<file path="src/rtl/data_mem_arbiter.sv">
// data_mem_arbiter: sequences MEM-stage loads/stores and round-robins the single data-memory port with a DMA/debug requester.
// Optional wait timeout with bus error pulse is compiled in when MEM_TIMEOUT_EN is defined.

package data_mem_arbiter_pkg;
  localparam int unsigned ADDR_W = 32;
  localparam int unsigned DATA_W = 32;

  typedef struct packed {
    logic              we;
    logic [ADDR_W-1:0] addr;
    logic [DATA_W-1:0] wdata;
  } mem_req_t;

  typedef enum logic [2:0] {
    IDLE,
    CORE_WAIT,
    CORE_DONE,
    DMA_WAIT,
    DMA_DONE
  } state_t;
endpackage

module data_mem_arbiter
  import data_mem_arbiter_pkg::*;
#(
  parameter int unsigned TIMEOUT_CYCLES = 16
) (
  input  logic        clk,
  input  logic        reset,
  input  logic        core_req_valid,
  input  logic        core_we,
  input  logic [31:0] core_addr,
  input  logic [31:0] core_wdata,
  output logic [31:0] core_rdata,
  output logic        core_stall,
  input  logic        dma_req_valid,
  input  logic        dma_we,
  input  logic [31:0] dma_addr,
  input  logic [31:0] dma_wdata,
  output logic        dma_ready,
  output logic [31:0] dma_rdata,
  output logic        mem_en,
  output logic        mem_we,
  output logic [31:0] mem_addr,
  output logic [31:0] mem_wdata,
  input  logic [31:0] mem_rdata,
  input  logic        mem_ack,
  output logic        bus_err
);

  localparam logic [DATA_W-1:0] TIMEOUT_DATA = 32'hDEAD_BEEF;

  if (TIMEOUT_CYCLES == 0) begin : g_bad_timeout
    $error("TIMEOUT_CYCLES must be at least 1");
  end

  state_t            state_q, state_d;
  logic              last_dma_q, last_dma_d;
  logic              mem_en_q, mem_en_d;
  mem_req_t          req_q, req_d;
  mem_req_t          core_req, dma_req;
  logic [DATA_W-1:0] core_rdata_q, core_rdata_d;
  logic [DATA_W-1:0] dma_rdata_q, dma_rdata_d;
  logic              dma_ready_q, dma_ready_d;
  logic              grant_core, grant_dma;
  logic              timeout;

  assign core_req = '{we: core_we, addr: core_addr, wdata: core_wdata};
  assign dma_req  = '{we: dma_we, addr: dma_addr, wdata: dma_wdata};

  // Round-robin: on contention the requester that did not win last time goes first.
  assign grant_core = core_req_valid && (!dma_req_valid || last_dma_q);
  assign grant_dma  = dma_req_valid && !grant_core;

  // Next-state and registered-output logic.
  always_comb begin
    state_d      = state_q;
    last_dma_d   = last_dma_q;
    mem_en_d     = mem_en_q;
    req_d        = req_q;
    core_rdata_d = core_rdata_q;
    dma_rdata_d  = dma_rdata_q;
    dma_ready_d  = 1'b0;
    case (state_q)
      IDLE: begin
        if (grant_core) begin
          mem_en_d   = 1'b1;
          req_d      = core_req;
          last_dma_d = 1'b0;
          state_d    = CORE_WAIT;
        end else if (grant_dma) begin
          mem_en_d   = 1'b1;
          req_d      = dma_req;
          last_dma_d = 1'b1;
          state_d    = DMA_WAIT;
        end
      end
      CORE_WAIT, DMA_WAIT: begin
        // An ack arriving in the timeout cycle completes normally.
        if (mem_ack || timeout) begin
          mem_en_d = 1'b0;
          req_d.we = 1'b0;
          if (state_q == CORE_WAIT) begin
            state_d = CORE_DONE;
            if (!mem_ack) begin
              core_rdata_d = TIMEOUT_DATA;
            end else if (!req_q.we) begin
              core_rdata_d = mem_rdata;
            end
          end else begin
            state_d     = DMA_DONE;
            dma_ready_d = 1'b1;
            if (!mem_ack) begin
              dma_rdata_d = TIMEOUT_DATA;
            end else if (!req_q.we) begin
              dma_rdata_d = mem_rdata;
            end
          end
        end
      end
      default: begin
        state_d = IDLE;
      end
    endcase
  end

  always_ff @(posedge clk or negedge reset) begin
    if (!reset) begin
      state_q      <= IDLE;
      last_dma_q   <= 1'b1;
      mem_en_q     <= 1'b0;
      req_q        <= '0;
      core_rdata_q <= '0;
      dma_rdata_q  <= '0;
      dma_ready_q  <= 1'b0;
    end else begin
      state_q      <= state_d;
      last_dma_q   <= last_dma_d;
      mem_en_q     <= mem_en_d;
      req_q        <= req_d;
      core_rdata_q <= core_rdata_d;
      dma_rdata_q  <= dma_rdata_d;
      dma_ready_q  <= dma_ready_d;
    end
  end

`ifdef MEM_TIMEOUT_EN
  localparam int unsigned CNT_W = $clog2(TIMEOUT_CYCLES + 1);

  logic [CNT_W-1:0] wait_cnt_q;
  logic             bus_err_q;
  logic             in_wait;

  assign in_wait = (state_q == CORE_WAIT) || (state_q == DMA_WAIT);
  assign timeout = in_wait && (wait_cnt_q == CNT_W'(TIMEOUT_CYCLES - 1));

  // Wait counter is zero whenever a WAIT state is entered.
  always_ff @(posedge clk or negedge reset) begin
    if (!reset) begin
      wait_cnt_q <= '0;
      bus_err_q  <= 1'b0;
    end else begin
      bus_err_q <= timeout && !mem_ack;
      if (!in_wait) begin
        wait_cnt_q <= '0;
      end else if (!mem_ack) begin
        wait_cnt_q <= wait_cnt_q + CNT_W'(1);
      end
    end
  end

  assign bus_err = bus_err_q;
`else
  assign timeout = 1'b0;
  assign bus_err = 1'b0;
`endif

  assign mem_en     = mem_en_q;
  assign mem_we     = req_q.we;
  assign mem_addr   = req_q.addr;
  assign mem_wdata  = req_q.wdata;
  assign core_rdata = core_rdata_q;
  assign dma_rdata  = dma_rdata_q;
  assign dma_ready  = dma_ready_q;
  assign core_stall = core_req_valid && (state_q != CORE_DONE);

endmodule

</file>
<file path="config.mk">
export PLATFORM = sky130hd
export DESIGN_NAME = data_mem_arbiter
export DESIGN_NICKNAME = d
export VERILOG_FILES = /design/src/rtl/data_mem_arbiter.sv
export SDC_FILE = /design/constraint.sdc
export NUM_CORES = 1
export LEC_CHECK = 0
export CORE_UTILIZATION = 35
export CTS_CLUSTER_DIAMETER = 100
export DETAILED_ROUTE_END_ITERATION = 12
export GPL_ROUTABILITY_DRIVEN = 0
export GPL_TIMING_DRIVEN = 0
export PLACE_DENSITY = 0.73
export SLEW_MARGIN = 10
export SYNTH_ARGS = -nofsm -noshare
export SYNTH_HDL_FRONTEND = slang
export SYNTH_SLANG_ARGS = --single-unit
</file>
<file path="constraint.sdc">
create_clock -name clk -period 2.3 [get_ports clk]
set_input_delay 0.46 -clock clk [delete_from_list [all_inputs] [get_ports clk]]
set_output_delay 0.46 -clock clk [all_outputs]
set_load 0.05 [all_outputs]
</file>
==> Flow_metrics.wiki, run 1 <==
{| class="wikitable"
! Metric !! Value
|-
| Outcome || finished clean
|-
| Yosys warnings || 0
|-
| Highest ir drop seen on vdd || approximately 750 uV
|-
| Number of pins with negative max-slew slack in the final report || 0
|-
| Area leader, netlist || sky130_fd_sc_hd__dfrtp_1
|-
| Cells traversed along the worst timing path || clkdlybuf4s50_1
|-
| Portion of netlist area occupied by mux cells || approximately 15%
|-
| Crit. End Element || output port
|-
| TritonCTS Sinks || ~140
|-
| Transition time of the tightest slew-check pin || approximately 0.62 ns
|-
| Main combinational cell family by area after synthesis || multiplexers
|-
| I/O Pins || 300
|-
| Clock skew after layout || around 0.011 ns
|-
| Synthesized-area fraction occupied by xor and xnor cells || 0.1540%
|-
| Total overflow reported by the global router || 0
|-
| Leading cell types in the layout, fill and taps excluded || 296 x sky130_fd_sc_hd__clkdlybuf4s50_1, 134 x sky130_fd_sc_hd__dfrtp_1, 130 x sky130_fd_sc_hd__nand2_1
|-
| Wire length of the first global-routing pass || approximately 27000 um
|-
| Cells after DPL || between 1000 and 1500
|-
| Crit share post-route || about nine tenths
|-
| Number of buffer and inverter stages on the critical path || 1
|-
| Number of port buffers || around 300
|-
| Vias per cell || 4.679
|-
| Leakage power figure || around 4 nW
|-
| Portion of the post-synthesis area used by sequential elements || between 50 and 60%
|-
| Layout cells sized above 1 || between 10% and 20%
|-
| Adder-cell share of the synthesized area || 0%
|-
| Initial Utilization || 35.79%
|-
| Largest cells by area after synthesis || sky130_fd_sc_hd__dfrtp_1 59%, sky130_fd_sc_hd__nand2_1 8.6%, sky130_fd_sc_hd__mux2_4 7.9%
|-
| Summed instance area of the synthesized netlist || between 5000 and 6000 um2
|-
| Number of buffers inserted by post-CTS setup repair || 0
|-
| Cell with the biggest individual delay on the critical path || sky130_fd_sc_hd__clkdlybuf4s50_1
|-
| Maximum fanout along the worst path || 4
|-
| Maximum number of pins on one net before global-route repair || slightly below 90
|-
| Distinct cells, synth || 26
|-
| Maximum operating frequency || approximately 470 MHz
|-
| Total via count after detailed routing || between 5000 and 6000
|-
| Via count of the first global-routing pass || approximately 5000
|-
| Area of the die || 16760 um2
|-
| Min-Delay Path Class || reg -> reg
|-
| Number of standard cells in the layout, taps in and fillers out || 1070
|-
| DRT Pass-1 Iters || 4
|-
| Complex-gate fraction of the synthesized area || 8.253%
|-
| Gr usage total || about a fifth
|-
| Total core area || around 16000 um2
|-
| DRC violation count after routing || 0
|-
| Startpoint of the worst register-to-register path || state_q[2]
|-
| Startpoint-to-endpoint class of the critical path || reg -> out
|-
| HPWL after detailed placement || around 13000 um
|-
| TritonCTS clock tree || built
|-
| Std cell rows || 46
|-
| Filler Cell Count || around 1400
|-
| Final #Nets || 1007
|-
| Required time reported for the critical path endpoint || ~1.8 ns
|-
| Clock root buffer master || sky130_fd_sc_hd__clkbuf_16
|-
| Deepest level of the CTS H-tree || 4
|-
| Buffer levels on the longest clock path || 2
|-
| Clk Latency, worst-skew pair || 0.42 ns
|-
| Beginning of the critical path || mem_we
|-
| Setup slack after placement || -0.3972 ns
|-
| Post-route antenna net violation count || 0
|-
| Post-synthesis average cell area || ~11 um2
|-
| Clock transition at path regs || ~0.060 ns
|-
| Most common cell after layout, fill and taps aside || sky130_fd_sc_hd__clkdlybuf4s50_1
|-
| Proportion of netlist area held by the largest area contributor || between 50% and 60%
|-
| CTS Buf Count || 17
|-
| Final critical-path setup slack || roughly 0.19 ns
|-
| Height of the chip || between 100 and 150 um
|-
| Final count of negative-setup-slack endpoints || 0
|-
| Arrival time of the worst setup path || ~1.7 ns
|-
| Synthesis-to-finish area growth || 68.44%
|-
| Element type at the critical path start || flip-flop
|-
| Yosys reg bits || approximately 140
|-
| Die Span X || between 100 and 150 um
|-
| Gate family responsible for the most delay along the worst path || buffers and inverters
|-
| Setup repair after global routing missed its margin || no
|-
| Instance count of the mapped netlist || about 520
|-
| Post-synthesis simple-gate area fraction || 13.73%
|-
| Hold slack || 0.4881 ns
|-
| WL per Instance || approximately 16 um
|-
| Final Core Density || 60.29%
|-
| Maximum capacitance violations || 0
|-
| Antenna violations before repair || 1
|-
| First-iteration detailed-routing DRC count || ~180
|-
| Power density of the placed cells || roughly 1700 nW/um2
|-
| Largest stage delay on the critical path || roughly 0.84 ns
|-
| Total nets after synthesis || between 600 and 700
|-
| Period minus WS final || roughly 2.1 ns
|-
| Headroom to the max-slew limit || roughly three fifths
|-
| Number of hold-slack violations in the final timing report || 0
|-
| DRT Wirelength || about 18000 um
|-
| Critical hold path startpoint || dma_rdata[5]
|}
per-stage QoR:
stage | cell area, um2 | power (W) | TNS (ns)
final | 9577 | 0.01652 | 0
after global routing | 9574 | 0.01732 | 0
after CTS | 9565 | 0.01668 | 0
after detailed placement | 8967 | 0.01393 | -22.45
after global placement | 8939 | 0.01382 | -657.42
after floorplan | 5685 | 0.01048 | 0
cell type report:
cell class                      count  area [um2]  share of cell area (%)
Sequential cell                   135        3379                   35.29
Buffer                             36       182.7                   1.907
Multi-Input combinational cell    345        2118                   22.12
Clock inverter                     13       145.1                   1.516
Antenna cell                        1       2.502                 0.02613
Inverter                            5       18.77                  0.1960
Timing Repair Buffer              300        3017                   31.50
Tap cell                          216       270.3                   2.822
Clock buffer                       19       442.9                   4.625
power breakdown:
| part | internal [W] | switching [W] | total (W) |
|---|---|---|---|
| logic | 0.00346 | 0.00612 | 0.00958 |
| clock network | 0.00164 | 0.00106 | 0.00270 |
| registers | 0.00359 | 0.000659 | 0.00425 |
metal layers:
metal | global-route usage, % | wire, um | vias up
li1 | - | - | 2405
met5 | 0 | 0 | -
met2 | 37.32 | 8764 | 223
met4 | 8.140 | 287 | 0
met1 | 22.71 | 6471 | 2356
met3 | 8.960 | 1981 | 22
path summary, 6_finish.rpt:
| path | end | slack (ns) | cells after the start |
|---|---|---|---|
| worst max-delay path | mem_we | 0.19 | 1 |
| worst min-delay path | dma_rdata[5] | 0.49 | 1 |
| worst max register to register | dma_rdata[12] | 0.35 | 4 |
| worst min register to register | dma_rdata[5] | 0.49 | 1 |
| max in group asynchronous | dma_rdata[30] | 0.96 | 3 |
| min in group asynchronous | mem_wdata[20] | 0.54 | 2 |
sequential cells by signal, indices dropped and copies added, names as in the netlist:
name        cells
core_rdata     32
dma_ready       1
state_q         3
mem_we          1
mem_en          1
mem_wdata      32
last_dma_q      1
dma_rdata      32
mem_addr       32
repair_timing:
item                       in CTS  in global routing
hold buffers                    1                  0
hold endpoints to repair       18                  0
gates cloned                    0                  0
pin swaps                       0                  0
setup endpoints to repair       1                 31
resized for setup               2                  4
synthesized netlist by cell type:
cell type	count
sky130_fd_sc_hd__a2111oi_2	1
sky130_fd_sc_hd__a21oi_1	3
sky130_fd_sc_hd__a2bb2oi_1	1
sky130_fd_sc_hd__a31oi_1	64
sky130_fd_sc_hd__buf_1	2
sky130_fd_sc_hd__buf_2	16
sky130_fd_sc_hd__buf_4	1
sky130_fd_sc_hd__buf_6	3
sky130_fd_sc_hd__clkbuf_1	14
sky130_fd_sc_hd__conb_1	1
sky130_fd_sc_hd__dfrtp_1	134
sky130_fd_sc_hd__dfstp_2	1
sky130_fd_sc_hd__inv_1	5
sky130_fd_sc_hd__mux2_1	2
sky130_fd_sc_hd__mux2_2	32
sky130_fd_sc_hd__mux2_4	30
sky130_fd_sc_hd__mux2i_1	1
sky130_fd_sc_hd__nand2_1	130
sky130_fd_sc_hd__nand2b_1	2
sky130_fd_sc_hd__nor2_1	70
sky130_fd_sc_hd__nor3_2	1
sky130_fd_sc_hd__o21ai_0	3
sky130_fd_sc_hd__o22ai_1	1
sky130_fd_sc_hd__o32ai_1	1
sky130_fd_sc_hd__or4_1	1
sky130_fd_sc_hd__xor2_1	1
kinds of logic (layout without fill, tap and decap cells):
group | Yosys count | in the layout
buffers and inverters | 41 | 373
AND/OR/NAND/NOR | 204 | 204
flip-flops | 135 | 135
other | 1 | 2
multiplexers | 65 | 65
AO/OA/AOI/OAI | 74 | 74
XOR/XNOR | 1 | 1
Note: power is estimated with default switching activity, not from simulation.
==> run 2: changes to the inputs <==
--- a/config.mk
+++ b/config.mk
@@ -8,9 +8,8 @@
 export CORE_UTILIZATION = 35
 export CTS_CLUSTER_DIAMETER = 100
 export DETAILED_ROUTE_END_ITERATION = 12
-export GPL_ROUTABILITY_DRIVEN = 0
 export GPL_TIMING_DRIVEN = 0
-export PLACE_DENSITY = 0.73
+export PLACE_DENSITY = 0.77
 export SLEW_MARGIN = 10
 export SYNTH_ARGS = -nofsm -noshare
 export SYNTH_HDL_FRONTEND = slang
==> run 2 against run 1 <==
  * Die area stayed put
  * Clock-buffer cell count stayed put
  * Setup slack worse by 0.094 ns
  * Highest routed layer unchanged
  * Total power is 2.2% higher
  * Sequential share of layout area is 0.25 points lower
  * Largest power group unchanged
  * Routed wire length is 1.8% higher
  * Sequential power hardly changed
  * Design area is 0.72% higher
==> Flow_metrics.wiki, run 2 (same netlist as run 1, synthesis figures left out) <==
{| class="wikitable"
! Metric !! Value
|-
| TritonCTS Sinks || 135 (unchanged)
|-
| Setup repair after global routing missed its margin || no
|-
| Number of buffer and inverter stages on the critical path || 1 (unchanged)
|-
| Cell with the biggest individual delay on the critical path || sky130_fd_sc_hd__dfrtp_1
|-
| Post-Layout Inst Area || 9646 um2 (+0.72%)
|-
| Final #Nets || 1007 (unchanged)
|-
| Crit share post-route || 95.94% (+4.1 points)
|-
| Crit-path most repeated cell || sky130_fd_sc_hd__nor2_1
|-
| Wire length of the first global-routing pass || 27340 um (+2.3%)
|-
| Deepest level of the CTS H-tree || 4 (unchanged)
|-
| Transition time of the tightest slew-check pin || 0.6142 ns (-0.008604 ns)
|-
| Startpoint-to-endpoint class of the critical path || reg -> out
|-
| Required time reported for the critical path endpoint || 1.84 ns (about the same)
|-
| Met1 capacity usage during global routing || 24.21% (+1.5 points)
|-
| Std cell rows || 46 (unchanged)
|-
| First-iteration detailed-routing DRC count || 270 (+47%)
|-
| Element type at the critical path start || flip-flop
|-
| Clock transition at path regs || 0.05 ns (about the same)
|-
| Total core area || 15890 um2 (unchanged)
|-
| HPWL after detailed placement || 13620 um (+1.4%)
|-
| Antenna diode instance count || 0 (-1)
|-
| Maximum number of pins on one net before global-route repair || 90 (+3.4%)
|-
| Headroom to the max-slew limit || 58.62% (+0.27 points)
|-
| Gr usage total || 21.64% (+0.37 points)
|-
| Buffer levels on the longest clock path || 2 (unchanged)
|-
| Maximum fanout along the worst path || 8 (+4)
|-
| Seq. cell area || 3379 um2 (unchanged)
|-
| CTS Buf Count || 17 (unchanged)
|-
| Number of pins with negative max-slew slack in the final report || 0 (unchanged)
|-
| R2R Setup Slk || 0.32 ns (-0.03 ns)
|-
| Layout cells sized above 1 || 14.07% (unchanged)
|-
| Relative contribution of sequential cells to total power || 25.3% (-0.4 points)
|-
| Highest ir drop seen on vdd || 704.1 uV (-5.9%)
|-
| DRC violation count after routing || 0 (unchanged)
|-
| Final count of negative-setup-slack endpoints || 0 (unchanged)
|-
| Total overflow reported by the global router || 0 (unchanged)
|-
| Leakage power figure || 4.157 nW (+0.86%)
|-
| Largest stage delay on the critical path || 0.52 ns (-0.32 ns)
|-
| Number of standard cells in the layout, taps in and fillers out || 1069 (-0.093%)
|-
| Global-route met2 utilization || 38.49% (+1.2 points)
|-
| Total via count after detailed routing || 5059 (+1.1%)
|-
| Clock skew after layout || 0.007215 ns (-0.003375 ns)
|-
| Crit. End Element || output port
|-
| Area of the die || 16760 um2 (unchanged)
|-
| I/O Pins || 300 (unchanged)
|-
| Switching power of the nets || 0.007891 W (+0.71%)
|-
| TritonCTS clock tree || built
|-
| Synthesis-to-finish area growth || 69.65%
|-
| Hold slack || 0.4911 ns (+0.002993 ns)
|-
| GR Layer Usage met3 || 8.216% (-0.74 points)
|-
| Internal portion of total power || 0.008995 W (+3.6%)
|-
| Via count of the first global-routing pass || 5078 (+0.18%)
|-
| Cells after DPL || 1036 (unchanged)
|-
| Crit. path cell count || 4 (+3)
|-
| Filler Cell Count || 1320 (-2.8%)
|-
| Power density of the placed cells || 1751 nW/um2 (+1.5%)
|-
| Clock network power share || 17.6% (+1.3 points)
|-
| Most common cell after layout, fill and taps aside || sky130_fd_sc_hd__clkdlybuf4s50_1
|-
| Gate family responsible for the most delay along the worst path || flip-flops
|-
| Die Span X || 129.5 um (unchanged)
|-
| Post-route antenna net violation count || 0 (unchanged)
|-
| Height of the chip || 129.5 um (unchanged)
|-
| Area post-placement || 8967 um2 (unchanged)
|-
| Number of hold-slack violations in the final timing report || 0 (unchanged)
|-
| Initial Utilization || 35.79% (unchanged)
|-
| Clock root buffer master || sky130_fd_sc_hd__clkbuf_16
|-
| Number of port buffers || 298 (unchanged)
|-
| Arrival time of the worst setup path || 1.75 ns (+0.10 ns)
|-
| Maximum capacitance violations || 0 (unchanged)
|-
| Cells traversed along the worst timing path || nand2b_1 -> nor2_1 -> nor2_1 -> clkdlybuf4s15_2
|-
| Vias per cell || 4.732 (+1.2%)
|-
| End of the critical path || core_stall
|-
| Antenna violations before repair || 0 (-1)
|-
| Final Power || 0.01689 W (+2.2%)
|-
| Weighted congestion reported at the end of routability-driven placement || a little under 0.8
|-
| Top Usage Layer GRT || met2
|-
| Maximum operating frequency || 453.2 MHz (-4.2%)
|-
| Startpoint of the worst register-to-register path || state_q[2]
|-
| Clk Latency, worst-skew pair || 0.41 ns (about the same)
|-
| End of the worst register-to-register path || dma_rdata[11]
|-
| Leading cell types in the layout, fill and taps excluded || 296 x sky130_fd_sc_hd__clkdlybuf4s50_1, 134 x sky130_fd_sc_hd__dfrtp_1, 130 x sky130_fd_sc_hd__nand2_1
|-
| Combinational power share || 57.1% (-0.9 points)
|-
| Switching Fraction || 46.73% (-0.70 points)
|-
| DRT Pass-1 Iters || 4 (unchanged)
|-
| DRT Wirelength || 17830 um (+1.8%)
|-
| Total negative slack for setup checks || 0 ns (unchanged)
|-
| R2R depth || 4 (unchanged)
|-
| Outcome || finished clean
|-
| Beginning of the critical path || state_q[2]
|-
| Min-Delay Path Class || reg -> reg
|-
| WL per Instance || 16.68 um (+1.9%)
|-
| Area taken by multi-input logic gates || 2118 um2 (unchanged)
|-
| Period minus WS final || 2.207 ns (+0.09354 ns)
|}
==> run 2: cell types whose count changed in the layout (fill, tap and decap cells not counted) <==
cell	before	now
sky130_fd_sc_hd__clkdlybuf4s15_2	0	1
sky130_fd_sc_hd__bufinv_16	2	5
sky130_fd_sc_hd__clkinv_4	3	5
sky130_fd_sc_hd__inv_6	3	2
sky130_fd_sc_hd__clkbuf_8	1	0
sky130_fd_sc_hd__clkinvlp_4	3	1
sky130_fd_sc_hd__clkinv_2	2	0
sky130_fd_sc_hd__diode_2	1	0
==> run 2: repair_timing <==
| action | CTS | global route |
|---|---|---|
| hold endpoints to repair | 35 | 0 |
| gates resized for setup | 3 | 5 |
| hold buffers | 1 | 0 |
| endpoints found under the setup margin | 1 | 28 |
| buffers inserted | 0 | 0 |
==> run 2: routing by layer <==
metal | vias to the layer above | share of wire (%)
met3 | 14 | 9.9
met5 | - | 0
met1 | 2402 | 38
met4 | 0 | 1.3
li1 | 2409 | -
met2 | 234 | 51
==> run 2: worst min path at each step <==
stage | startpoint | to | slack [ns] | cells after the start
6_report | dma_rdata[5] | dma_rdata[5] | 0.49 | 1
3_3_place_gp | dma_rdata[6] | dma_rdata[6] | 0.47 | 1
2_1_floorplan | reset | core_rdata[0] | 0.16 | 0
4_1_cts | dma_rdata[5] | dma_rdata[5] | 0.50 | 1
5_1_grt | core_rdata[17] | core_rdata[17] | 0.52 | 1
3_5_place_dp | reset | mem_wdata[24] | 0.42 | 1
==> run 2: worst reg2reg max path, cell delays in order (launching register included) <==
cell and delay (ns):
sky130_fd_sc_hd__dfrtp_1 0.48, sky130_fd_sc_hd__nand2b_1 0.27, sky130_fd_sc_hd__nor3_2 0.36, sky130_fd_sc_hd__buf_2 0.36, sky130_fd_sc_hd__mux2_2 0.39
==> run 2: stage by stage <==
stage	util (%)	setup WS [ns]
3_5_place_dp	56.45	-0.3850
4_1_cts	60.63	0.04180
2_1_floorplan	-	0.4919
3_3_place_gp	56.27	-4.656
5_1_grt	60.72	0.009552
6_report	60.72	0.09333
==> run 2: cell type report <==
type                       count  area share [%]
multi-input combinational    345           21.96
sequential                   135           35.04
clock buffer                  19           4.488
buffer                        36           1.907
inverter                       5          0.1946
clock inverter                13           2.270
tap                          216           2.802
timing repair buffer         300           31.34
==> run 2: power by group through the flow <==
stage               combinational, W  clock [W]  sequential, W
floorplan                    0.00221          0        0.00827
global placement             0.00960          0        0.00422
detailed placement           0.00968          0        0.00429
CTS                          0.00972    0.00303        0.00426
global route                  0.0101    0.00314        0.00440
finish                       0.00964    0.00298        0.00427
